### src/rtl/rv32i_defs.sv
// Shared definitions for the byte-wide sequencer around the single-cycle RV32 datapath.
package rv32i_defs;

  localparam int unsigned BytesPerWord = 4;
  localparam int unsigned ByteIdxW     = $clog2(BytesPerWord);

  typedef enum logic [1:0] {
    LOAD,
    EXEC,
    DRAIN
  } seq_state_t;

endpackage

### src/rtl/instr_byte_sequencer_if.sv
// Pin-side byte streams plus core-side instruction/step/result signals of the sequencer.
interface instr_byte_sequencer_if #(
  parameter int unsigned COUNT_W = 16
);
  logic [7:0]         byte_in;
  logic               byte_valid;
  logic               byte_ready;
  logic [31:0]        instr;
  logic               core_step;
  logic [31:0]        alu_result;
  logic [7:0]         byte_out;
  logic               out_valid;
  logic               out_ready;
  logic [COUNT_W-1:0] instr_count;

  // Sequencer side.
  modport master (
    input  byte_in, byte_valid, alu_result, out_ready,
    output byte_ready, instr, core_step, byte_out, out_valid, instr_count
  );

  // Pin wrapper / core side.
  modport slave (
    output byte_in, byte_valid, alu_result, out_ready,
    input  byte_ready, instr, core_step, byte_out, out_valid, instr_count
  );
endinterface

### src/rtl/instr_byte_sequencer_serializer.sv
// word_serializer: unloads a captured 32-bit word as little-endian bytes under valid/ready.
module word_serializer
  import rv32i_defs::*;
(
  input  logic        clk,
  input  logic        rst,
  input  logic        i_load,
  input  logic [31:0] i_word,
  input  logic        i_valid,
  input  logic        i_ready,
  output logic [7:0]  o_byte,
  output logic        o_last
);

  logic [31:0]         r_word;
  logic [ByteIdxW-1:0] r_oidx;
  logic [7:0]          r_byte;
  logic                w_xfer;
  logic [ByteIdxW-1:0] w_oidx_next;

  assign w_xfer      = i_valid & i_ready;
  assign w_oidx_next = r_oidx + ByteIdxW'(1);
  assign o_last      = w_xfer & (r_oidx == ByteIdxW'(BytesPerWord - 1));
  assign o_byte      = r_byte;

  // Output byte is pre-fetched into a register so byte_out never glitches while held.
  always_ff @(posedge clk) begin
    if (rst) begin
      r_word <= '0;
      r_oidx <= '0;
      r_byte <= '0;
    end else if (i_load) begin
      r_word <= i_word;
      r_oidx <= '0;
      r_byte <= i_word[7:0];
    end else if (w_xfer) begin
      r_oidx <= w_oidx_next;
      r_byte <= r_word[8*w_oidx_next +: 8];
    end
  end

endmodule

### src/rtl/instr_byte_sequencer.sv
// Assembles 32-bit instructions from bytes, steps the core once, and streams the result out.
module instr_byte_sequencer
  import rv32i_defs::*;
#(
  parameter bit          DRAIN_EN = 1'b1,
  parameter int unsigned COUNT_W  = 16
) (
  input  logic                    clk,
  input  logic                    rst,
  instr_byte_sequencer_if.master  bus
);

  seq_state_t          r_state;
  seq_state_t          w_state_next;
  logic [ByteIdxW-1:0] r_idx;
  logic [31:0]         r_instr;
  logic [COUNT_W-1:0]  r_count;

  logic w_byte_ready;
  logic w_core_step;
  logic w_out_valid;
  logic w_accept;
  logic w_last_byte;
  logic w_drain_done;

  assign w_accept    = w_byte_ready & bus.byte_valid;
  assign w_last_byte = w_accept & (r_idx == ByteIdxW'(BytesPerWord - 1));

  // Handshake outputs depend only on state; rst masks them so nothing fires in the reset cycle.
  always_comb begin
    w_state_next = r_state;
    w_byte_ready = 1'b0;
    w_core_step  = 1'b0;
    w_out_valid  = 1'b0;
    unique case (r_state)
      LOAD: begin
        w_byte_ready = ~rst;
        if (w_last_byte) w_state_next = EXEC;
      end
      EXEC: begin
        w_core_step  = ~rst;
        w_state_next = DRAIN_EN ? DRAIN : LOAD;
      end
      DRAIN: begin
        w_out_valid = ~rst;
        if (w_drain_done) w_state_next = LOAD;
      end
      default: w_state_next = LOAD;
    endcase
  end

  always_ff @(posedge clk) begin
    if (rst) begin
      r_state <= LOAD;
      r_idx   <= '0;
      r_instr <= '0;
      r_count <= '0;
    end else begin
      r_state <= w_state_next;
      if (w_accept) begin
        r_instr[8*r_idx +: 8] <= bus.byte_in;
        r_idx                 <= r_idx + ByteIdxW'(1);
      end
      if (w_core_step) r_count <= r_count + COUNT_W'(1);
    end
  end

  word_serializer u_serializer (
    .clk     (clk),
    .rst     (rst),
    .i_load  (w_core_step),
    .i_word  (bus.alu_result),
    .i_valid (w_out_valid),
    .i_ready (bus.out_ready),
    .o_byte  (bus.byte_out),
    .o_last  (w_drain_done)
  );

  assign bus.byte_ready  = w_byte_ready;
  assign bus.core_step   = w_core_step;
  assign bus.out_valid   = w_out_valid;
  assign bus.instr       = r_instr;
  assign bus.instr_count = r_count;

endmodule
### src/flat_wrapper.sv
// flat-port wrapper written by rule: the top's interface ports become plain ports
module instr_byte_sequencer_flat import rv32i_defs::*;
#(
  parameter bit          DRAIN_EN = 1'b1,
  parameter int unsigned COUNT_W  = 16
)
  (clk, rst, bus_byte_in, bus_byte_valid, bus_alu_result, bus_out_ready, bus_byte_ready, bus_instr, bus_core_step, bus_byte_out, bus_out_valid, bus_instr_count);
  instr_byte_sequencer_if #(.COUNT_W(COUNT_W)) bus_i ();
  input  logic clk;
  input  logic rst;
  input wire logic [$bits(bus_i.byte_in)-1:0] bus_byte_in;
  input wire logic [$bits(bus_i.byte_valid)-1:0] bus_byte_valid;
  input wire logic [$bits(bus_i.alu_result)-1:0] bus_alu_result;
  input wire logic [$bits(bus_i.out_ready)-1:0] bus_out_ready;
  output wire logic [$bits(bus_i.byte_ready)-1:0] bus_byte_ready;
  output wire logic [$bits(bus_i.instr)-1:0] bus_instr;
  output wire logic [$bits(bus_i.core_step)-1:0] bus_core_step;
  output wire logic [$bits(bus_i.byte_out)-1:0] bus_byte_out;
  output wire logic [$bits(bus_i.out_valid)-1:0] bus_out_valid;
  output wire logic [$bits(bus_i.instr_count)-1:0] bus_instr_count;
  assign bus_i.byte_in = bus_byte_in;
  assign bus_i.byte_valid = bus_byte_valid;
  assign bus_i.alu_result = bus_alu_result;
  assign bus_i.out_ready = bus_out_ready;
  assign bus_byte_ready = bus_i.byte_ready;
  assign bus_instr = bus_i.instr;
  assign bus_core_step = bus_i.core_step;
  assign bus_byte_out = bus_i.byte_out;
  assign bus_out_valid = bus_i.out_valid;
  assign bus_instr_count = bus_i.instr_count;
  instr_byte_sequencer #(.DRAIN_EN(DRAIN_EN), .COUNT_W(COUNT_W)) u_core (.clk(clk), .rst(rst), .bus(bus_i));
endmodule
### config.mk
export PLATFORM = sky130hd
export DESIGN_NAME = instr_byte_sequencer_flat
export DESIGN_NICKNAME = d
export VERILOG_FILES = /design/src/rtl/rv32i_defs.sv /design/src/rtl/instr_byte_sequencer_if.sv /design/src/rtl/instr_byte_sequencer_serializer.sv /design/src/rtl/instr_byte_sequencer.sv /design/src/flat_wrapper.sv
export SDC_FILE = /design/constraint.sdc
export NUM_CORES = 1
export LEC_CHECK = 0
export ABC_AREA = 1
export CAP_MARGIN = 30
export CORE_AREA = 2 2 96 107
export CTS_BUF_LIST = sky130_fd_sc_hd__clkbuf_2 sky130_fd_sc_hd__clkbuf_4 sky130_fd_sc_hd__clkbuf_8
export CTS_CLUSTER_SIZE = 20
export DETAILED_ROUTE_END_ITERATION = 8
export DIE_AREA = 0 0 98 109
export GPL_ROUTABILITY_DRIVEN = 0
export PLACE_DENSITY_LB_ADDON = 0.12
export SYNTH_ARGS = -nofsm -noshare
export SYNTH_HDL_FRONTEND = slang
export SYNTH_SLANG_ARGS = --single-unit
### constraint.sdc
create_clock -name clk -period 2.1 [get_ports clk]
set_input_delay 0.21 -clock clk [delete_from_list [all_inputs] [get_ports clk]]
set_output_delay 0.21 -clock clk [all_outputs]
set_load 0.01 [all_outputs]
==> results of run 1 <==
## cell usage in the layout (no fill, tap or decap)
master,Yosys,final
clkdlybuf4s50_1,0,102
ha_1,7,7
nor3_4,1,1
o22ai_1,1,1
nor2_2,6,6
and2_0,1,1
a211oi_1,1,1
inv_2,3,3
nand2_1,148,148
nand3_1,51,51
nor2_1,51,51
clkinvlp_4,0,1
o21a_1,8,8
o21ai_0,36,36
clkbuf_8,0,11
dfxtp_1,94,94
xor2_1,1,1
o2bb2ai_1,6,6
nor3_1,3,2
o21bai_1,2,2
or2_2,2,2
bufinv_16,0,2
nand4_1,8,8
nor2_4,1,1
nor3b_1,1,1
clkbuf_4,0,1
nand2_2,1,1
buf_4,0,13
o211ai_1,7,7
o21ai_1,2,2
a21oi_1,51,51
nor3_2,1,2
clkinv_1,1,1
nand3_2,1,1
inv_1,58,58
## final cells by class
class	instances	area (sq um)
clock inverters	3	67.6
flip-flops and latches	94	1880
fillers	907	4120
inverters	62	233
well taps	120	150
repair buffers	115	1120
clock buffers	12	159
multi-input cells	398	1930
## power groups by stage
stage / clock (mW) / sequential, mW / combinational (mW)
2_1_floorplan: 0 / 1.87 / 0.141
3_3_place_gp: 0 / 1.87 / 0.312
3_5_place_dp: 0 / 1.87 / 0.318
4_1_cts: 1.39 / 1.82 / 0.319
5_1_grt: 1.47 / 1.83 / 0.355
6_report: 1.36 / 1.82 / 0.321
## flip-flops by register name, summed over array words and instances (netlist names)
signal / flops
u_core.r_state: 2
u_core.r_idx: 2
u_core.u_serializer.r_word: 32
u_core.u_serializer.o_byte: 8
u_core.bus.instr_count: 16
u_core.bus.instr: 32
u_core.u_serializer.r_oidx: 2
## what timing repair did
| item | 4_1_cts | 5_1_grt |
|---|---|---|
| hold endpoints to repair | 0 | 0 |
| endpoints found under the setup margin | 0 | 1 |
| resized for setup | 0 | 1 |
## synth_stat cells (all sizes together) (2+ instances only)
cell type    n  area, sq um
ha           7         87.6
buf         11         52.6
nor2        58          240
nor3         5         41.3
o21ai       38          190
dfxtp       94         1880
o2bb2ai      6         52.6
a21oi       51          255
nand2      149          562
nand3       52          265
o21bai       2         15.0
nand4        8         50.1
clkbuf      14         52.6
inv         61          229
o21a         8         60.1
or2          2         12.5
o211ai       7         52.6
## worst reg2reg max path, cell delays in order, from the launching register on
cell and delay, ps:
dfxtp_1 360, inv_1 90, ha_1 380, nand2_2 160, nor2_2 280, nand3_1 130, or2_2 300, a21oi_1 110
## per-layer routing
metal,wire length [microns],track usage (%),part of all wire [%]
met1,4940,26.0,46
met2,4920,33.2,46
met3,550,4.23,5.2
met4,215,8.73,2.0
met5,0,0,0
## path summary, 6_finish.rpt
kind                        start                             end  slack, ps  cells past startpoint
min            bus_alu_result[29]  u_core.u_serializer.r_word[29]        390                      3
max reg2reg       u_core.r_idx[1]            u_core.bus.instr[21]        230                      7
min reg2reg  u_core.bus.instr[15]            u_core.bus.instr[15]        450                      2
max                           rst                   bus_out_valid        200                      5
## cell families after synthesis
family	count (synthesis)	share of synthesized area (%)
AOI/OAI and AO/OA	114	15.4
xor gates and xnor gates	1	0.212
buffers and inverters	87	8.16
and+or+nand+nor	276	28.6
adders and majority gates	7	2.12
DFF	94	45.5
==> out/metrics.cfg, run 1 <==
[cells_and_area]
num-nets-final=731
finalInstanceArea_sq_um=5540
final_cells=804
syn2layout_area_growth_pct=33.7
n_antenna_cell=0
drive_gt1_share_pct=6.58
fin_util_pct=57.4

[critical_path]
path_buf_inv=4
slowest_stage=clkdlybuf4s50_1
path_cells=clkdlybuf4s50_1 > inv_2 > nand3_1 > inv_2 > clkdlybuf4s50_1
start_kind=input pin
crit_fanout=7
cp.required_ps=1890
worst_setup_path_end_kind=output port
crit_type=input pin to output port
max_stage_delay_ps=580
worst_path_dominant_cell_family=buffers and inverters
arrival_ps=1690

[synth]
synthCells=579
async_reset_ff_share_pct=0
synth_edf_count=0
ys_ff_latch=94
ys.flop_type=dfxtp_1
syn_avg_cell_area_sq_um=7.15
synthesis.area_sq_um=4140
synth.distinct_cells=32
synth-seq-area-share_pct=45.5
syn-num-nets=630
synth.yosys.warnings=0

[routing]
drt_pass1_iterations=5
drtAntennaViolNets=0
wl_mm=10.6
remaining_drc_errors=0
vias=3921
routedWlPerCell_microns=13.2
initialDrtViolationCount=206
detail_route.vias_per_cell=4.88

[timing]
worst_pin_slew_ps=543
min_period_over_period_pct=90.5
finalMaxSlewViolations=0
setup_viol_count_final=0
hold-worst-slack_ps=390
rsz0062_at_grt=no
fin_crit_ps=1900
skew_ps=9.47
max_slew_margin_pct=63.8
fmax_ghz=0.526
hold_viol=0
setup_tns_ps=0
fin_ws_ps=200

[power]
p_total_mw=3.51
p_int_mw=2.70
p_sw_share_pct=23.0
p_sw_uw=807
p_comb_share_pct=9.1
clkPwrFrac_pct=38.9
power_leakage_nw=2.10
power_density_nw_per_um2=634
vdd_drop_max_v=0.000347
sequentialPowerShare_pct=52.0

[job]
maxCapViolCount=0

[floorplanning]
core_sq_um=9650
start_util_pct=42.9
fp.dieW_microns=98
die_area_sq_um=10700
rows=38
chipHeight_microns=109
boundaryPins=103

[cts]
cts-root-buf=clkbuf_8
cts_tree=built
cts_hold_buffers=0
h-tree-depth=3
worstSkewPairLatency_ps=360
cts_buffers=9
clk_pin_slew_worst_paths_ps=90
clockBufferDepth=2
cts_sinks=94
cts_setup_buffers=0

[grt]
grt_start_max_net_pins=45
grt_usage_pct=20.2
grt_overflow=0
grt_pass1_wl_mm=17.4
antenna_found_initial=0
grt_pass1_vias=3728

[run_status]
status=completed

[placement]
placed_area_sq_um=5300
dpl_worst_slack_ps=164
dp.cells=789
dp_hpwl_mm=7.71
io_buffers=102

[min_path]
hp-class=input pin to flip-flop

No activity file was read; power rests on OpenSTA's default activity.
==> run 2, diff against run 1 <==
- CORE_AREA: 2 2 96 107 -> 2 2 101 112
- DIE_AREA: 0 0 98 109 -> 0 0 103 114
- SKIP_CTS_REPAIR_TIMING: default -> 1
- SLEW_MARGIN: default -> 20
==> run 2 against run 1 <==
  * Clock power is 9.6% lower
  * First-iteration DRC count is 46% lower
  * Worst setup slack worse by 39 ps
  * Clock skew is 0.74 ps higher
  * Cell count is 3.4% higher
  * Sequential share of layout area hardly changed
  * Die area is 9.9% higher
  * Register-to-register slack worse by 40 ps
  * Routed wire length is 4.1% higher
  * Critical path type unchanged
  * Largest cell class unchanged
==> out/metrics.cfg, run 2 (synthesis gave the netlist of run 1 again) <==
[run_status]
status=completed

[critical_path]
crit_type=input pin to output port
reg2regPathDepth=6  ; -1
slowest_stage=clkdlybuf4s50_1
r2r-start=u_core.r_idx[1]
arrival_ps=1730  ; +40 ps
reg2reg_to=u_core.bus.instr[0]
path_buf_inv=2  ; -2
crit_fanout=8  ; +1
r2r_slack_ps=190  ; -40 ps
cp.required_ps=1890  ; about the same
path_cells=clkdlybuf4s50_1 > nor3_4 > clkdlybuf4s50_1
worst_path_dominant_cell_family=buffers and inverters
path_common_cell=clkdlybuf4s50_1
max_stage_delay_ps=630  ; +50 ps
worst_setup_path_end_kind=output port
start_kind=input pin

[power]
power_leakage_nw=2.08  ; -0.95%
power_density_nw_per_um2=609  ; -3.8%
vdd_drop_max_v=0.000335  ; -3.4%

[timing]
setup_viol_count_final=0  ; unchanged
rsz0062_at_grt=no
fmax_ghz=0.516  ; -2.0%
fin_ws_ps=161  ; -38.6 ps
max_slew_margin_pct=46.6  ; -17 points
worst_pin_slew_ps=795  ; +252 ps
finalMaxSlewViolations=0  ; unchanged
fin_crit_ps=1940  ; +38.6 ps
min_period_over_period_pct=92.3  ; +1.8 points
skew_ps=10.2  ; +0.738 ps
hold_viol=0  ; unchanged
setup_tns_ps=0  ; unchanged
hold-worst-slack_ps=383  ; -6.60 ps

[placement]
dpl_worst_slack_ps=128  ; -36.4 ps
io_buffers=102  ; unchanged
dp.cells=815  ; +3.3%
dp_hpwl_mm=8.13  ; +5.5%

[floorplanning]
start_util_pct=38.7  ; -4.2 points
rows=40  ; +5.3%
chipHeight_microns=114  ; +4.6%
core_sq_um=10700  ; +11%
boundaryPins=103  ; unchanged
die_area_sq_um=11700  ; +9.9%
fp.dieW_microns=103  ; +5.1%

[cts]
worstSkewPairLatency_ps=370  ; about the same
cts-root-buf=clkbuf_8
cts_buffers=9  ; unchanged
clk_pin_slew_worst_paths_ps=90  ; about the same
clockBufferDepth=2  ; unchanged
h-tree-depth=3  ; unchanged
cts_tree=built
cts_sinks=94  ; unchanged

[cells_and_area]
num-nets-final=730  ; -0.14%
final_cells=831  ; +3.4%
fin_util_pct=51.7  ; -5.7 points
layout_commonest_cell=nand2_1
drive_gt1_share_pct=6.43  ; -0.15 points
layout_common_cells=nand2_1 (148), clkdlybuf4s50_1 (102), dfxtp_1 (94)
syn2layout_area_growth_pct=33.7  ; about the same
n_antenna_cell=0  ; unchanged

[routing]
drtAntennaViolNets=0  ; unchanged
routedWlPerCell_microns=13.3  ; +0.76%
drt_pass1_iterations=5  ; unchanged
wl_mm=11.1  ; +4.1%
vias=4009  ; +2.2%
initialDrtViolationCount=111  ; -46%
remaining_drc_errors=0  ; unchanged
detail_route.vias_per_cell=4.82  ; -1.1%

[job]
maxCapViolCount=0  ; unchanged

[grt]
grt_pass1_wl_mm=17.7  ; +1.9%
grt_start_max_net_pins=45  ; unchanged
grt_usage_pct=19.3  ; -0.95 points
grt_overflow=0  ; unchanged
antenna_found_initial=0  ; unchanged
grt_pass1_vias=3881  ; +4.1%

[min_path]
hp-class=input pin to flip-flop
hold_path.startpoint=bus_alu_result[15]
hold_end=u_core.u_serializer.r_word[15]
holdPathStages=3  ; unchanged

## run 2: how the worst max path moves through the flow
stage / startpoint / endpoint / slack [ps] / cells after the start
final: rst / bus_byte_ready / 160 / 3
after global routing: u_core.r_idx[1] / u_core.bus.instr[6] / 30 / 6
after CTS: u_core.r_state[0] / bus_core_step / 120 / 3
after detailed placement: rst / u_core.u_serializer.o_byte[1] / 130 / 7
after global placement: rst / bus_byte_ready / 170 / 3
after floorplan: u_core.r_idx[0] / u_core.bus.instr[21] / 430 / 7
## run 2: power by group
part / leakage, nW / internal [mW] / total [mW] / switching, mW
Clock: 0.0990 / 0.596 / 1.23 / 0.634
Combinational: 1.23 / 0.150 / 0.318 / 0.168
Sequential: 0.758 / 1.80 / 1.82 / 0.0189
Total: 2.08 / 2.55 / 3.37 / 0.822
## run 2: final cells by class
class,count,area (sq um)
tap,147,184
clock buffer,11,145
multi-input combinational,398,1920
inverter,62,233
clock inverter,5,58.8
fill,1119,5180
sequential,94,1880
timing repair buffer,114,1110
## run 2: layer usage
metal	track usage, %	vias to the layer above	routed length [microns]
met5	0	-	0
met2	32.8	102	5510
met4	7.81	0	205
met1	23.1	1824	4680
li1	-	2071	-
met3	4.60	12	672
## run 2: per-stage QoR
stage                     area (sq um)  total power [mW]
after global routing              5530              3.52
after floorplan                   4140              2.01
after global placement            5330              2.18
final                             5530              3.37
after detailed placement          5330              2.18
after CTS                         5530              3.41
## run 2: worst register-to-register path, stage by stage, from the launching register on
cell and delay [ps]:
dfxtp_1 340, inv_1 120, ha_1 160, inv_1 190, nor3_1 720, nand3_1 170, a21oi_1 150
==> run 3, diff against run 2 <==
- CTS_CLUSTER_DIAMETER: default -> 80
- clock period: 2.1 -> 1.92 ns (I/O delays scaled with it)
==> run 3 against run 2 <==
  * Cell count increased by 1.2%
  * Core utilization increased by 1.1 points
  * Clock skew decreased by 2.3 ps
  * Critical path depth unchanged
  * Sequential share of layout area decreased by 0.69 points
  * Power increased by 17%
  * Critical path type is now flip-flop to output port
  * Count of clock-buffer cells in the layout decreased by 2
  * Combinational power increased by 15%
  * Non-clock buffer count increased by 9
  * First-iteration DRC count increased by 16%
==> out/metrics.cfg, run 3 (synthesis gave the netlist of run 1 again) <==
[timing]
fmax_ghz=0.548
min_period_over_period_pct=95.1
max_slew_margin_pct=61.9  ; +15 points
setup_tns_ps=0  ; unchanged
setup_viol_count_final=0  ; unchanged
worst_pin_slew_ps=572  ; -223 ps
hold_viol=0  ; unchanged
rsz0062_at_grt=no
skew_ps=7.86  ; -2.34 ps
fin_crit_ps=1830
finalMaxSlewViolations=0  ; unchanged

[power]
power_leakage_nw=2.16  ; +3.6%
sequentialPowerShare_pct=50.6  ; -3.5 points
p_total_mw=3.94  ; +17%
p_comb_share_pct=9.3  ; about the same
clkPwrFrac_pct=40.1  ; +3.6 points
p_int_mw=3.02  ; +18%
vdd_drop_max_v=0.000356  ; +6.2%
p_sw_share_pct=23.3  ; -1.1 points
p_sw_uw=918  ; +12%
power_density_nw_per_um2=697  ; +14%

[floorplanning]
core_sq_um=10700  ; unchanged
die_area_sq_um=11700  ; unchanged
fp.dieW_microns=103  ; unchanged
chipHeight_microns=114  ; unchanged
start_util_pct=38.7  ; unchanged
rows=40  ; unchanged
boundaryPins=103  ; unchanged

[cts]
cts_buffers=9  ; unchanged
worstSkewPairLatency_ps=360  ; about the same
cts_tree=built
clk_pin_slew_worst_paths_ps=90  ; about the same
clockBufferDepth=2  ; unchanged
h-tree-depth=3  ; unchanged
cts-root-buf=clkbuf_8
cts_sinks=94  ; unchanged

[critical_path]
cp.required_ps=1730  ; -160 ps
path_cells=nand2_1 > nor2_4 > clkdlybuf4s50_1
reg2regPathDepth=8  ; +2
r2r-start=u_core.r_idx[1]
slowest_stage=clkdlybuf4s50_1
crit_fanout=4  ; -4
crit_type=flip-flop to output port
r2r_slack_ps=220  ; +30 ps
start_kind=flip-flop
reg2reg_to=u_core.bus.instr[17]
worst_setup_path_end_kind=output port
arrival_ps=1630  ; -100 ps
max_stage_delay_ps=560  ; -70 ps

[grt]
grt_start_max_net_pins=33  ; -27%
antenna_found_initial=1  ; +1
grt_usage_pct=19.4  ; +0.11 points
grt_pass1_wl_mm=17.9  ; +1.1%
grt_pass1_vias=3834  ; -1.2%
grt_overflow=0  ; unchanged

[cells_and_area]
syn2layout_area_growth_pct=36.5
layout_common_cells=nand2_1 (148), clkdlybuf4s50_1 (101), dfxtp_1 (93)
fillCellCount=1131  ; +1.1%
finalInstanceArea_sq_um=5650  ; +2.1%
final_cells=841  ; +1.2%
layout_commonest_cell=nand2_1
drive_gt1_share_pct=7.79  ; +1.4 points
num-nets-final=739  ; +1.2%

[placement]
io_buffers=102  ; unchanged
dp_hpwl_mm=8.11  ; -0.21%
placed_area_sq_um=5380  ; +0.99%
dp.cells=822  ; +0.86%

[routing]
detail_route.vias_per_cell=4.66  ; -3.4%
routedWlPerCell_microns=13.1  ; -1.5%
initialDrtViolationCount=129  ; +16%
drt_pass1_iterations=4  ; -1
wl_mm=11.0  ; -0.27%
drtAntennaViolNets=0  ; unchanged
remaining_drc_errors=0  ; unchanged
vias=3920  ; -2.2%

[min_path]
hold_end=u_core.bus.instr_count[2]
hold_path.startpoint=rst
holdPathStages=2  ; -1
hp-class=input pin to flip-flop

[job]
maxCapViolCount=0  ; unchanged

[run_status]
status=completed

[run 3: how the worst max path moves through the flow]
stage	startpoint	to	cells past startpoint
2_1_floorplan	u_core.r_idx[0]	u_core.bus.instr[21]	7
3_3_place_gp	rst	bus_out_valid	5
3_5_place_dp	rst	bus_out_valid	5
4_1_cts	u_core.r_state[0]	bus_core_step	3
5_1_grt	u_core.r_state[0]	bus_core_step	3
6_report	u_core.r_state[0]	bus_core_step	3
[run 3: final cells by class]
type	instances	area, sq um	area share [%]
Clock inverter	7	120	2.12
Clock buffer	9	124	2.19
Inverter	62	233	4.12
Antenna cell	1	2.50	0.0443
Timing Repair Buffer	123	1180	20.9
Multi-Input combinational cell	398	1930	34.1
Tap cell	147	184	3.25
Sequential cell	94	1880	33.3
[run 3: per-stage QoR]
step	hold slack (ps)	util, %	setup slack (ps)
after floorplan	295	-	250
after global placement	448	50.3	68.8
after detailed placement	447	50.3	53.9
after CTS	353	52.5	-0.931
after global routing	347	52.8	27.5
final	315	52.8	93.6
[run 3: power by group through the flow]
stage                     Clock [mW]  Combinational [mW]  Sequential, mW
after floorplan                    0               0.154            2.05
after global placement             0               0.357            2.04
after detailed placement           0               0.359            2.04
final                           1.58               0.365            1.99
after CTS                       1.64               0.362            2.00
after global routing            1.71               0.401            2.00
[run 3: worst max-delay path, delay by kind of cell (launching register included)]
kind	cells	cell delay [ps]
and+or+nand+nor	2	280
DFF	1	430
buffers and inverters	1	560
[run 3: per-layer routing]
metal	track usage, %	vias to the layer above	share of wire [%]
li1	-	2091	-
met1	24.4	1750	45
met2	32.4	73	50
met3	4.60	6	4.4
met4	6.67	0	0.69
met5	0	-	0
